[src/rtl/ppu_vram_arbiter_if.sv]
// Purpose : VRAM bus bundle shared by the render fetch path, the CPU $2007
//           port and the multiplexed PPU_AD/ALE/RD/WR memory bus.
// Modports: slave  - the arbiter (consumes requests, drives the memory bus)
//           master - the environment (requesters plus external memory)
// Signals : tick, renderMode, renderReq/Addr/Ack/Data,
//           cpuStrobe/Write/Addr/WData/Busy/Done/RData, paletteHit,
//           adOut, adOE, adIn, ALE, RD, WR
interface ppu_vram_arbiter_if #(
  parameter int unsigned ADDR_W = 14
);
  logic              tick;
  logic              renderMode;
  logic              renderReq;
  logic [ADDR_W-1:0] renderAddr;
  logic              renderAck;
  logic [7:0]        renderData;
  logic              cpuStrobe;
  logic              cpuWrite;
  logic [ADDR_W-1:0] cpuAddr;
  logic [7:0]        cpuWData;
  logic              cpuBusy;
  logic              cpuDone;
  logic [7:0]        cpuRData;
  logic              paletteHit;
  logic [ADDR_W-1:0] adOut;
  logic              adOE;
  logic [7:0]        adIn;
  logic              ALE;
  logic              RD;
  logic              WR;

  modport slave (
    input  tick, renderMode, renderReq, renderAddr,
    input  cpuStrobe, cpuWrite, cpuAddr, cpuWData, adIn,
    output renderAck, renderData, cpuBusy, cpuDone, cpuRData, paletteHit,
    output adOut, adOE, ALE, RD, WR
  );

  modport master (
    output tick, renderMode, renderReq, renderAddr,
    output cpuStrobe, cpuWrite, cpuAddr, cpuWData, adIn,
    input  renderAck, renderData, cpuBusy, cpuDone, cpuRData, paletteHit,
    input  adOut, adOE, ALE, RD, WR
  );
endinterface

[src/rtl/ppu_vram_arbiter.sv]
// Purpose : Arbitrates the PPU VRAM bus between render fetches and the CPU
//           $2007 port. Each external access is a two-tick LATCH/STROBE
//           cycle; palette-space CPU accesses complete without bus activity.
// Ports   : CLK - system clock; RST - asynchronous active-high reset;
//           bus - ppu_vram_arbiter_if.slave (requests, responses, PPU_AD bus).
// Option  : define VRAM_ARB_STARVE_GUARD_EN to force a CPU grant after
//           MAX_CPU_WAIT render grants taken while a CPU access waits.
module ppu_vram_arbiter #(
  parameter int unsigned ADDR_W       = 14,
  parameter int unsigned MAX_CPU_WAIT = 8
) (
  input  logic              CLK,
  input  logic              RST,
  ppu_vram_arbiter_if.slave bus
);
  localparam int unsigned DATA_W = 8;
  localparam logic [1:0] S_IDLE   = 2'd0;
  localparam logic [1:0] S_LATCH  = 2'd1;
  localparam logic [1:0] S_STROBE = 2'd2;

  logic [1:0]        r_state,  w_state_nx;
  logic              r_ale,    w_ale_nx;
  logic              r_rd,     w_rd_nx;
  logic              r_wr,     w_wr_nx;
  logic              r_oe,     w_oe_nx;
  logic [ADDR_W-1:0] r_ad,     w_ad_nx;
  logic              r_rack,   w_rack_nx;
  logic              r_cdone,  w_cdone_nx;
  logic              r_phit,   w_phit_nx;
  logic [DATA_W-1:0] r_rdata,  w_rdata_nx;
  logic [DATA_W-1:0] r_crdata, w_crdata_nx;
  logic              r_pend,   w_pend_nx;   // CPU access waiting for a grant
  logic              r_busy,   w_busy_nx;   // CPU access waiting or in flight
  logic              r_own_cpu, w_own_nx;   // owner of the access on the bus
  logic              r_buf_wr,  w_buf_wr_nx;
  logic [ADDR_W-1:0] r_buf_addr, w_buf_addr_nx;
  logic [DATA_W-1:0] r_buf_wdata, w_buf_wdata_nx;

  logic w_pal, w_cpu_rdy, w_starve, w_gnt_ren, w_gnt_cpu, w_go;

`ifdef VRAM_ARB_STARVE_GUARD_EN
  localparam int unsigned WAIT_W = $clog2(MAX_CPU_WAIT + 1);
  logic [WAIT_W-1:0] r_wait, w_wait_nx;
  assign w_starve = (r_wait >= WAIT_W'(MAX_CPU_WAIT));
`else
  logic w_unused_cfg;
  assign w_unused_cfg = |MAX_CPU_WAIT;
  assign w_starve     = 1'b0;
`endif

  // Palette-space CPU accesses never compete for the bus
  assign w_pal     = (r_buf_addr[13:8] == 6'h3F);
  assign w_cpu_rdy = r_pend & ~w_pal;

  // Grant priority follows renderMode unless the CPU has waited too long
  always_comb begin
    w_gnt_ren = 1'b0;
    w_gnt_cpu = 1'b0;
    if (bus.renderMode && !w_starve) begin
      w_gnt_ren = bus.renderReq;
      w_gnt_cpu = ~bus.renderReq & w_cpu_rdy;
    end else begin
      w_gnt_cpu = w_cpu_rdy;
      w_gnt_ren = bus.renderReq & ~w_cpu_rdy;
    end
  end

  // Next-state and registered-output logic
  always_comb begin
    w_state_nx     = r_state;
    w_ale_nx       = r_ale;
    w_rd_nx        = r_rd;
    w_wr_nx        = r_wr;
    w_oe_nx        = r_oe;
    w_ad_nx        = r_ad;
    w_rack_nx      = 1'b0;
    w_cdone_nx     = 1'b0;
    w_phit_nx      = 1'b0;
    w_rdata_nx     = r_rdata;
    w_crdata_nx    = r_crdata;
    w_pend_nx      = r_pend;
    w_busy_nx      = r_busy;
    w_own_nx       = r_own_cpu;
    w_buf_wr_nx    = r_buf_wr;
    w_buf_addr_nx  = r_buf_addr;
    w_buf_wdata_nx = r_buf_wdata;
    w_go           = 1'b0;
`ifdef VRAM_ARB_STARVE_GUARD_EN
    w_wait_nx      = r_wait;
`endif

    if (bus.tick) begin
      case (r_state)
        S_IDLE: begin
          if (r_pend && w_pal) begin
            w_cdone_nx  = 1'b1;
            w_phit_nx   = 1'b1;
            w_crdata_nx = '0;
            w_pend_nx   = 1'b0;
            w_busy_nx   = 1'b0;
          end
          w_go = w_gnt_ren | w_gnt_cpu;
        end
        S_LATCH: begin
          w_state_nx = S_STROBE;
          w_ale_nx   = 1'b0;
          if (r_own_cpu && r_buf_wr) begin
            w_wr_nx = 1'b0;
            w_ad_nx = {r_ad[ADDR_W-1:DATA_W], r_buf_wdata};
          end else begin
            w_rd_nx = 1'b0;
          end
        end
        S_STROBE: begin
          w_rd_nx    = 1'b1;
          w_wr_nx    = 1'b1;
          w_state_nx = S_IDLE;
          w_oe_nx    = 1'b0;
          if (r_own_cpu) begin
            w_cdone_nx = 1'b1;
            w_busy_nx  = 1'b0;
            if (!r_buf_wr) w_crdata_nx = bus.adIn;
          end else begin
            w_rack_nx  = 1'b1;
            w_rdata_nx = bus.adIn;
          end
          w_go = w_gnt_ren | w_gnt_cpu;
        end
        default: w_state_nx = S_IDLE;
      endcase

      // A grant from IDLE or from the end of STROBE opens a new LATCH
      if (w_go) begin
        w_state_nx = S_LATCH;
        w_ale_nx   = 1'b1;
        w_oe_nx    = 1'b1;
        w_rd_nx    = 1'b1;
        w_wr_nx    = 1'b1;
        w_own_nx   = w_gnt_cpu;
        if (w_gnt_cpu) begin
          w_ad_nx   = r_buf_addr;
          w_pend_nx = 1'b0;
        end else begin
          w_ad_nx   = bus.renderAddr;
        end
`ifdef VRAM_ARB_STARVE_GUARD_EN
        if (w_gnt_cpu)      w_wait_nx = '0;
        else if (w_cpu_rdy) w_wait_nx = r_wait + WAIT_W'(1);
`endif
      end
    end

    // CPU capture is independent of tick; busy already covers completion
    if (bus.cpuStrobe && !r_busy) begin
      w_buf_wr_nx    = bus.cpuWrite;
      w_buf_addr_nx  = bus.cpuAddr;
      w_buf_wdata_nx = bus.cpuWData;
      w_pend_nx      = 1'b1;
      w_busy_nx      = 1'b1;
    end
  end

  // State and output registers
  always_ff @(posedge CLK or posedge RST) begin
    if (RST) begin
      r_state     <= S_IDLE;
      r_ale       <= 1'b0;
      r_rd        <= 1'b1;
      r_wr        <= 1'b1;
      r_oe        <= 1'b0;
      r_ad        <= '0;
      r_rack      <= 1'b0;
      r_cdone     <= 1'b0;
      r_phit      <= 1'b0;
      r_rdata     <= '0;
      r_crdata    <= '0;
      r_pend      <= 1'b0;
      r_busy      <= 1'b0;
      r_own_cpu   <= 1'b0;
      r_buf_wr    <= 1'b0;
      r_buf_addr  <= '0;
      r_buf_wdata <= '0;
`ifdef VRAM_ARB_STARVE_GUARD_EN
      r_wait      <= '0;
`endif
    end else begin
      r_state     <= w_state_nx;
      r_ale       <= w_ale_nx;
      r_rd        <= w_rd_nx;
      r_wr        <= w_wr_nx;
      r_oe        <= w_oe_nx;
      r_ad        <= w_ad_nx;
      r_rack      <= w_rack_nx;
      r_cdone     <= w_cdone_nx;
      r_phit      <= w_phit_nx;
      r_rdata     <= w_rdata_nx;
      r_crdata    <= w_crdata_nx;
      r_pend      <= w_pend_nx;
      r_busy      <= w_busy_nx;
      r_own_cpu   <= w_own_nx;
      r_buf_wr    <= w_buf_wr_nx;
      r_buf_addr  <= w_buf_addr_nx;
      r_buf_wdata <= w_buf_wdata_nx;
`ifdef VRAM_ARB_STARVE_GUARD_EN
      r_wait      <= w_wait_nx;
`endif
    end
  end

  assign bus.ALE        = r_ale;
  assign bus.RD         = r_rd;
  assign bus.WR         = r_wr;
  assign bus.adOE       = r_oe;
  assign bus.adOut      = r_ad;
  assign bus.renderAck  = r_rack;
  assign bus.renderData = r_rdata;
  assign bus.cpuDone    = r_cdone;
  assign bus.cpuRData   = r_crdata;
  assign bus.paletteHit = r_phit;
  assign bus.cpuBusy    = r_busy;
endmodule

[src/flat_wrapper.sv]
// flat-port wrapper written by rule: the top's interface ports become plain ports
module ppu_vram_arbiter_flat 
#(
  parameter int unsigned ADDR_W       = 14,
  parameter int unsigned MAX_CPU_WAIT = 8
)
  (CLK, RST, bus_tick, bus_renderMode, bus_renderReq, bus_renderAddr, bus_cpuStrobe, bus_cpuWrite, bus_cpuAddr, bus_cpuWData, bus_adIn, bus_renderAck, bus_renderData, bus_cpuBusy, bus_cpuDone, bus_cpuRData, bus_paletteHit, bus_adOut, bus_adOE, bus_ALE, bus_RD, bus_WR);
  ppu_vram_arbiter_if #(.ADDR_W(ADDR_W)) bus_i ();
  input  logic CLK;
  input  logic RST;
  input wire logic [$bits(bus_i.tick)-1:0] bus_tick;
  input wire logic [$bits(bus_i.renderMode)-1:0] bus_renderMode;
  input wire logic [$bits(bus_i.renderReq)-1:0] bus_renderReq;
  input wire logic [$bits(bus_i.renderAddr)-1:0] bus_renderAddr;
  input wire logic [$bits(bus_i.cpuStrobe)-1:0] bus_cpuStrobe;
  input wire logic [$bits(bus_i.cpuWrite)-1:0] bus_cpuWrite;
  input wire logic [$bits(bus_i.cpuAddr)-1:0] bus_cpuAddr;
  input wire logic [$bits(bus_i.cpuWData)-1:0] bus_cpuWData;
  input wire logic [$bits(bus_i.adIn)-1:0] bus_adIn;
  output wire logic [$bits(bus_i.renderAck)-1:0] bus_renderAck;
  output wire logic [$bits(bus_i.renderData)-1:0] bus_renderData;
  output wire logic [$bits(bus_i.cpuBusy)-1:0] bus_cpuBusy;
  output wire logic [$bits(bus_i.cpuDone)-1:0] bus_cpuDone;
  output wire logic [$bits(bus_i.cpuRData)-1:0] bus_cpuRData;
  output wire logic [$bits(bus_i.paletteHit)-1:0] bus_paletteHit;
  output wire logic [$bits(bus_i.adOut)-1:0] bus_adOut;
  output wire logic [$bits(bus_i.adOE)-1:0] bus_adOE;
  output wire logic [$bits(bus_i.ALE)-1:0] bus_ALE;
  output wire logic [$bits(bus_i.RD)-1:0] bus_RD;
  output wire logic [$bits(bus_i.WR)-1:0] bus_WR;
  assign bus_i.tick = bus_tick;
  assign bus_i.renderMode = bus_renderMode;
  assign bus_i.renderReq = bus_renderReq;
  assign bus_i.renderAddr = bus_renderAddr;
  assign bus_i.cpuStrobe = bus_cpuStrobe;
  assign bus_i.cpuWrite = bus_cpuWrite;
  assign bus_i.cpuAddr = bus_cpuAddr;
  assign bus_i.cpuWData = bus_cpuWData;
  assign bus_i.adIn = bus_adIn;
  assign bus_renderAck = bus_i.renderAck;
  assign bus_renderData = bus_i.renderData;
  assign bus_cpuBusy = bus_i.cpuBusy;
  assign bus_cpuDone = bus_i.cpuDone;
  assign bus_cpuRData = bus_i.cpuRData;
  assign bus_paletteHit = bus_i.paletteHit;
  assign bus_adOut = bus_i.adOut;
  assign bus_adOE = bus_i.adOE;
  assign bus_ALE = bus_i.ALE;
  assign bus_RD = bus_i.RD;
  assign bus_WR = bus_i.WR;
  ppu_vram_arbiter #(.ADDR_W(ADDR_W), .MAX_CPU_WAIT(MAX_CPU_WAIT)) u_core (.CLK(CLK), .RST(RST), .bus(bus_i));
endmodule
[config.mk]
export PLATFORM = sky130hd
export DESIGN_NAME = ppu_vram_arbiter_flat
export DESIGN_NICKNAME = d
export VERILOG_FILES = /design/src/rtl/ppu_vram_arbiter_if.sv /design/src/rtl/ppu_vram_arbiter.sv /design/src/flat_wrapper.sv
export SDC_FILE = /design/constraint.sdc
export NUM_CORES = 1
export LEC_CHECK = 0
export CORE_ASPECT_RATIO = 0.7
export CORE_MARGIN = 5
export CORE_UTILIZATION = 30
export CTS_BUF_LIST = sky130_fd_sc_hd__clkbuf_4 sky130_fd_sc_hd__clkbuf_8
export DETAILED_ROUTE_END_ITERATION = 12
export PLACE_DENSITY = 0.55
export RECOVER_POWER = 50
export SYNTH_ARGS = -nofsm -noshare
export SYNTH_HDL_FRONTEND = slang
export SYNTH_SLANG_ARGS = --single-unit
[constraint.sdc]
create_clock -name CLK -period 2.2 [get_ports CLK]
set_input_delay 0.33 -clock CLK [delete_from_list [all_inputs] [get_ports CLK]]
set_output_delay 0.33 -clock CLK [all_outputs]
set_load 0.005 [all_outputs]
======== Word level (Yosys, flattened, before mapping) ========
Cells that the tools add are included.
storage, ports and cells
  bits in registers ....................... 65
  input bits .............................. 51
  word-level logic and storage cells ...... 104
operators by class
  equality and inequality tests ........... 11
  mux-type cells .......................... 44
  bitwise logic cells ..................... 8
  reductions and logical operators ........ 23
operator list
  operator                                               count
  two-way mux 14 bit                                     3
  two-way mux 8 bit                                      4
  two-way mux 1 bit                                      30
  case mux 8 bit (2 select lines)                        1
  AND reduction 3 bit                                    4
  nonzero test 2 bit                                     5
  inequality test 3 x 1 -> 1 bit, second input constant  3
  case mux 1 bit (2 select lines)                        4
  AND reduction 2 bit                                    4
  equality test 6 bit, second input constant             1
  inequality test 2 x 1 -> 1 bit, second input constant  3
  nonzero test 3 bit                                     2
  AND reduction 5 bit                                    1
  inverter 1 bit                                         4
  case mux 2 bit (2 select lines)                        1
  AND reduction 4 bit                                    1
  bitwise AND 1 bit                                      3
  logical AND 1 bit                                      3
  inequality test 3 bit, second input constant           1
  equality test 2 x 1 -> 1 bit, second input constant    1
  equality test 2 bit, second input constant             1
  logical NOT 2 bit                                      1
  two-way mux 2 bit                                      1
  inequality test 2 bit, second input constant           1
  other kinds (3)                                        3

======== Depth between registers and ports, before layout ========
Gate-level depths: netlist of the first run.
  depth in word-level cells ............... 12
  mapped depth ............................ 7
  gate-level depth less buffers ........... 4

======== Least setup slack after synthesis of the first run ========
OpenSTA, ideal clock, no wires.
  kind .................................... reg2reg
  start point ............................. register u_core.r_state[1]
  end point ............................... register u_core.r_ad[1], in the netlist u_core.bus.adOut[1]
  library setup time ...................... 0.126 ns
  arrival time ............................ 1.460 ns
  data required time ...................... 2.074 ns
  slack ................................... 0.614 ns
  stages on the path, launching flop included .. 6
  path buffers ............................ 2
  cells stage by stage .................... dfrtp_1 clkbuf_1 or3_1 buf_2 o21a_1 o32a_1
between the ends
  word-level cells in the longest chain between the ends .. 6
  elaborated cells on any way between the ends .. 10
ends and longest elaborated chain
  item                                                             RTL line                 RTL
  from (decl)                                                      ppu_vram_arbiter.sv:21   logic [1:0] r_state, w_state_nx;
  from (signal assigned)                                           ppu_vram_arbiter.sv:187  r_state <= w_state_nx;
  equality test 2 bit / logical NOT 2 bit (equally long branches)  ppu_vram_arbiter.sv:93   case (r_state)
  OR reduction 2 bit (no line)                                     --
  two-way mux 1 bit                                                --
  two-way mux 1 bit                                                ppu_vram_arbiter.sv:92   if (bus.tick) begin
  nonzero test 2 bit (no line)                                     --
  AND reduction 3 bit (no line)                                    --
  to (signal assigned)                                             ppu_vram_arbiter.sv:192  r_ad <= w_ad_nx;
  to (decl)                                                        ppu_vram_arbiter.sv:26   logic [ADDR_W-1:0] r_ad, w_ad_nx;
Parallel ways exist; a longest one is shown, timed or not. The select of a mux whose other input is x is not followed.
A chain may end at the register's enable or synchronous reset.

======== Worst setup path after layout of the first run ========
  start point ............................. input port bus_tick
  end point ............................... register u_core.r_ad[3], in the netlist u_core.bus.adOut[3]
between the ends
  word-level cells in the longest chain between the ends .. 1
ends and longest elaborated chain
  item                           RTL line            RTL
  from (decl)                    flat_wrapper.sv:11  input wire logic [$bits(bus_i.tick)-1:0] bus_tick;
  AND reduction 3 bit (no line)  --
No other way between the ends.

==> impl_metrics.csv, run 1 <==
group,metric,value,unit
setup_path,startpoint_type,"input pin",
setup_path,crit_family,"buffers and inverters",
setup_path,cp.arrival,2070,ps
place,io_buffers,88,
clock_network,cts_resized,0,
cells_and_area,final_core_util,0.449,
synthesis,synth-seq-area-share,0.572,
sta,finalSetupViolCount,0,
setup_path,path_buf_inv,1,
sta,clock.fmax,0.539,GHz
clock_network,hold_buffers,0,
setup_path,path_cells,"dlygate4sd3_1 > nand2_1 > or3_1 > o21a_1 > o32a_1",
power,cellPowerDensity,1230,nW/um^2
floorplan,die_h,91.5,um
synthesis,synth_top_family_by_area,"compound AO/OA/AOI/OAI gates",
setup_path,r2r_slack,440,ps
drt,drt_first_pass_iters,4,
setup_path,end_kind,"flop",
sta,finalHoldViolations,0,
clock_network,cts_buffers,9,
sta,skew,8.11,ps
cells_and_area,syn_to_final_growth,44.4,%
global_routing,first_global_vias,2303,
floorplan,num_io_pins,89,
synthesis,synthMuxAreaShare,0.143,
global_routing,grt_overflow,0,
clock_network,cts.path.max_buffers,2,
run,drv_cap,0,
sta,worst_slack,346,ps
setup_path,r2r-end,"u_core.bus.cpuRData[4]",
floorplan,start_util,0.311,
setup_path,cp_data_required_time,2410,ps
setup_path,max_stage_delay,630,ps
setup_path,path_class,"in2reg",
synthesis,yosys.cell_types.count,45,
sta,slew_headroom,0.0640,
synthesis,ys.flop_type,"dfrtp_1",
power,p_leak,1.72,nW
cells_and_area,multi_input_area,1120,sq um
place,hpwl,5.51,mm
drt,drc_errors,0,
sta,rsz0062_at_grt,"no",
global_routing,grt_antenna_before_repair,0,
clock_network,clockRootBuffer,"clkbuf_8",
cells_and_area,fill_cells,874,
global_routing,track_usage,0.137,
synthesis,syn_inst,226,
cells_and_area,diodes,0,
cells_and_area,mostFrequentLayoutCells,"clkdlybuf4s50_1, dfrtp_1, mux2_2",
sta,worst_pin_slew,1400,ps
synthesis,synth_fa_ha_area_frac,0,
status,status,"completed",
floorplan,die_area,11600,sq um
drt,drtIter0Drc,74,
drt,antenna_left,0,
floorplan,die_x,126,um
power,finalPower,5.04,mW
drt,drt_wl_total,7.43,mm
sta,layout_min_cycle_time,1850,ps
synthesis,synthArstFlopShare,1.00,
clock_network,insertion_delay,340,ps
cells_and_area,nets,377,
synthesis,avgSynthCellArea,12.6,sq um
clock_network,cts_tree,"built",
floorplan,coreArea,9140,sq um
cells_and_area,ff_latch_area,1630,sq um
power,ir_drop,0.000516,V
setup_path,worst-path-max-fanout,10,
clock_network,post-cts-setup-buffers,0,
worst_hold_path,holdCritStartpoint,"u_core.bus.adOE",
sta,report.final.slew_viol_count,0,
place,dp_slack,88.0,ps
setup_path,r2r_start,"u_core.r_buf_addr[9]",
floorplan,rows,29,
global_routing,grt_max_degree,66,
cells_and_area,layout_commonest_cell,"clkdlybuf4s50_1",
worst_hold_path,hold_depth,2,
sta,fin_setup_tns,0,ps
synthesis,synth_simple_gate_area_frac,0.0989,
synthesis,ys_ff_latch,65,
synthesis,syn_area,2850,sq um
drt,via_per_inst,4.71,
synthesis,ys_warn_count,0,
clock_network,h-tree-depth,3,
setup_path,r2r_cells,4,
synthesis,synth-xor-area-share,0,
global_routing,grt_pass1_wl,12.5,mm
drt,num_vias,2140,
synthesis,syn_nets,277,
clock_network,path_clk_slew,70,ps
place,gp_congestion,0.770,
setup_path,cp_slowest_cell,"dlygate4sd3_1",
sta,post-route-period-util,0.843,
clock_network,cts_sinks,65,
synthesis,synth_edf_count,0,
worst_hold_path,hold_path_class,"reg2reg",
worst_hold_path,holdPathEnd,"u_core.bus.adOE",
synthesis,synth_compound_area_frac,0.152,
sta,whs,481,ps
cells_and_area,drive_gt1_frac,0.206,
drt,avgRoutedWirePerCell,16.4,um
## state kept, by name, indices dropped and copies added (netlist names)
name                   count
u_core.bus.RD              1
u_core.bus.renderData      8
u_core.bus.adOut          14
u_core.bus.paletteHit      1
u_core.r_buf_wr            1
u_core.bus.WR              1
u_core.r_buf_wdata         8
u_core.r_pend              1
u_core.bus.cpuDone         1
u_core.bus.adOE            1
u_core.r_state             2
u_core.bus.cpuBusy         1
u_core.bus.cpuRData        8
u_core.bus.ALE             1
u_core.bus.renderAck       1
u_core.r_own_cpu           1
u_core.r_buf_addr         14
## synth_stat cells, types with 2 or more instances
cell type	count	area [sq um]
dfrtp_1	63	1580
mux2_2	30	338
nand2_1	18	67.6
a22o_1	8	70.1
o21ai_0	8	40.0
inv_1	7	26.3
mux2i_1	7	70.1
and2_1	6	37.5
and3_1	6	37.5
o21a_1	6	45.0
o32a_1	6	60.1
buf_2	5	25.0
o21ai_1	5	25.0
nor2_1	4	15.0
o221ai_1	4	35.0
a21oi_1	3	15.0
nand3_1	3	15.0
buf_4	2	15.0
buf_6	2	22.5
clkbuf_1	2	7.51
dfstp_2	2	52.6
nand3b_1	2	15.0
o211a_1	2	20.0
o211ai_1	2	15.0
o21bai_1	2	15.0
o22a_1	2	17.5
## worst max-delay path by stage
stage	start	end	slack [ps]	cells past startpoint
floorplan	RST	u_core.bus.ALE	250	1
global placement	bus_tick	u_core.bus.adOut[5]	130	5
detailed placement	bus_tick	u_core.bus.adOut[3]	90	5
CTS	u_core.bus.WR	bus_WR	440	1
global route	RST	u_core.r_buf_wdata[4]	210	3
finish	bus_tick	u_core.bus.adOut[3]	350	5
## per-layer routing
metal / routed length (um) / vias up / GRT usage
met5: 0 / - / 0
met4: 61 / 0 / 0.0348
met3: 462 / 6 / 0.0493
met2: 3410 / 59 / 0.200
met1: 3490 / 1041 / 0.194
li1: - / 1034 / -
## area by class of cell
cell class | instances | share of cell area
well taps | 124 | 0.0378
flip-flops and latches | 65 | 0.396
clock inverters | 6 | 0.0146
multi-input cells | 143 | 0.273
repair buffers | 100 | 0.242
inverters | 7 | 0.00639
clock buffers | 9 | 0.0301
## report_power, final
| part | switching (mW) | internal, mW |
|---|---|---|
| registers | 0.404 | 1.76 |
| clock network | 0.455 | 0.510 |
| logic | 0.688 | 1.22 |
| total | 1.55 | 3.49 |
## per-stage QoR
step / cell area, sq um / instances
finish: 4110 / 454
global route: 4110 / 454
CTS: 4130 / 454
detailed placement: 3940 / 439
global placement: 3940 / 439
floorplan: 2850 / 226
## cells by family after synthesis
logic type	count (synthesis)
and+or+nand+nor	51
buffers and inverters	18
AOI/OAI and AO/OA	55
muxes	37
DFF	65
## worst min-delay path, cell delays in order (launching register included)
cell and delay (ps):
dfrtp_1 350, nand2_1 50, nand2_1 50
Power figures use the tool's default switching activity.
==> run 2, diff against run 1 <==
Settings changed: PLACE_DENSITY 0.55 to 0.57.
Clock period 2.2 ns to 1.55 ns, I/O delays scaled along.
==> impl_metrics.csv, run 2 (synthesized netlist as in run 1, its figures left out) <==
group,metric,value,unit
setup_path,end_kind,"flop",
status,violations,"setup timing",
setup_path,max_stage_delay,400,ps
floorplan,die_x,126,um
global_routing,track_usage,0.138,
sta,finalSetupViolCount,17,
sta,slew_headroom,0.411,
sta,finalHoldViolations,0,
run,drv_cap,0,
sta,worst_slack,-82.7,ps
global_routing,top_usage_layer,"met1",
global_routing,first_global_vias,2388,
cells_and_area,multi_input_area,1180,sq um
clock_network,hold_buffers,0,
place,hpwl,5.72,mm
setup_path,worst-path-max-fanout,9,
floorplan,rows,29,
clock_network,cts.path.max_buffers,2,
floorplan,die_area,11600,sq um
place,placed_area,4130,sq um
sta,skew,12.5,ps
setup_path,path_cells,"buf_4 > nand2_1 > or3_4 > o21a_1 > o32a_1",
global_routing,grt_antenna_before_repair,0,
drt,antenna_left,0,
sta,worst_pin_slew,884,ps
clock_network,clockRootBuffer,"clkbuf_8",
global_routing,met2_usage,0.198,
global_routing,grt_pass1_wl,12.7,mm
sta,post-route-period-util,1.05,
sta,rsz0062_at_grt,"yes",
floorplan,num_io_pins,89,
sta,layout_min_cycle_time,1630,ps
cells_and_area,drive_gt1_frac,0.306,
drt,via_per_inst,4.63,
place,dp_slack,-403,ps
place,gp_congestion,0.855,
clock_network,path_clk_slew,70,ps
cells_and_area,nets,412,
floorplan,coreArea,9140,sq um
setup_path,startpoint_type,"flop",
drt,drt_first_pass_iters,4,
status,status,"complete, but fails checks",
cells_and_area,ff_latch_area,1630,sq um
worst_hold_path,hold_path_class,"in2reg",
setup_path,cp.arrival,1860,ps
global_routing,grt_max_degree,66,
setup_path,cp_slowest_cell,"or3_4",
clock_network,cts_buffers,9,
clock_network,h-tree-depth,3,
floorplan,start_util,0.311,
cells_and_area,syn_to_final_growth,57.0,%
clock_network,cts_tree,"built",
setup_path,path_class,"reg2reg",
cells_and_area,stdcell_count,490,
cells_and_area,finalInstanceArea,4470,sq um
global_routing,grt_overflow,0,
clock_network,insertion_delay,340,ps
power,ir_drop,0.000566,V
global_routing,grt_util_met1,0.201,
drt,avgRoutedWirePerCell,15.9,um
sta,report.final.slew_viol_count,0,
setup_path,cp_data_required_time,1770,ps
place,placed_cells,464,
clock_network,cts_sinks,65,
setup_path,crit_family,"compound AO/OA/AOI/OAI gates",
power,cellPowerDensity,1740,nW/um^2
global_routing,grtUsageMet3,0.0434,
drt,drc_errors,0,
cells_and_area,diodes,0,
power,p_leak,1.92,nW
drt,drtIter0Drc,83,
cells_and_area,layout_commonest_cell,"clkdlybuf4s50_1",
drt,num_vias,2268,
floorplan,die_h,91.5,um
cells_and_area,fill_cells,846,
place,io_buffers,88,
setup_path,path_buf_inv,1,
cells_and_area,mostFrequentLayoutCells,"clkdlybuf4s50_1, dfrtp_1, buf_4",
sta,clock.fmax,0.612,GHz
drt,drt_wl_total,7.81,mm
[run 2: changes by cell type in the layout (fill, tap and decap cells not counted), moves of 2 or more]
cell / previous run / this run
clkbuf_4: 0 / 2
dlygate4sd2_1: 0 / 2
clkdlybuf4s50_1: 86 / 84
nand2_1: 18 / 16
buf_4: 9 / 37
buf_6: 0 / 7
[run 2: cell type report]
type,count,area share
repair buffers,135,0.284
flip-flops and latches,65,0.365
well taps,124,0.0347
clock inverters,5,0.0123
inverters,7,0.00672
clock buffers,11,0.0325
multi-input cells,143,0.265
[run 2: repair_timing]
item	CTS	global route
buffers inserted	4	6
endpoints found under the setup margin	21	31
gates resized for setup	11	13
pin swaps	9	15
[run 2: path summary, 6_finish.rpt]
check	depth (start not counted)	to	slack, ps	start
worst max-delay path	5	u_core.bus.adOut[1]	-80	u_core.r_state[0]
worst min-delay path	3	u_core.r_buf_wdata[6]	480	bus_cpuWData[6]
worst max register to register	5	u_core.bus.adOut[1]	-80	u_core.r_state[0]
worst min register to register	2	u_core.bus.adOE	480	u_core.bus.adOE
max in group asynchronous	3	u_core.r_buf_addr[4]	300	RST
min in group asynchronous	3	u_core.bus.renderData[2]	680	RST
[run 2: worst register-to-register path, cell delays in order, from the launching register on]
cell and delay (ps):
dfrtp_1 390, buf_4 130, nand2_1 60, or3_4 400, o21a_1 200, o32a_1 350
[run 2: metrics by stage]
step / setup TNS [ps] / total power, mW / utilization / hold slack (ps)
after CTS: -725 / 7.75 / 0.481 / 325
final: -850 / 7.76 / 0.489 / 476
after detailed placement: -11330 / 6.16 / 0.452 / 463
after floorplan: 0 / 4.36 / - / 326
after global placement: -11380 / 6.11 / 0.452 / 462
after global routing: -3710 / 8.28 / 0.489 / 484
[run 2: layer usage]
metal | vias up | wire length (um)
met5 | - | 0
met4 | 0 | 99
met3 | 11 | 416
met2 | 71 | 3330
met1 | 1082 | 3970
li1 | 1104 | -
[run 2: where the power goes]
part	switching (mW)	total, mW	internal (mW)
Sequential	0.489	2.99	2.50
Combinational	1.21	3.31	2.10
Clock	0.658	1.46	0.799
Total	2.36	7.76	5.40
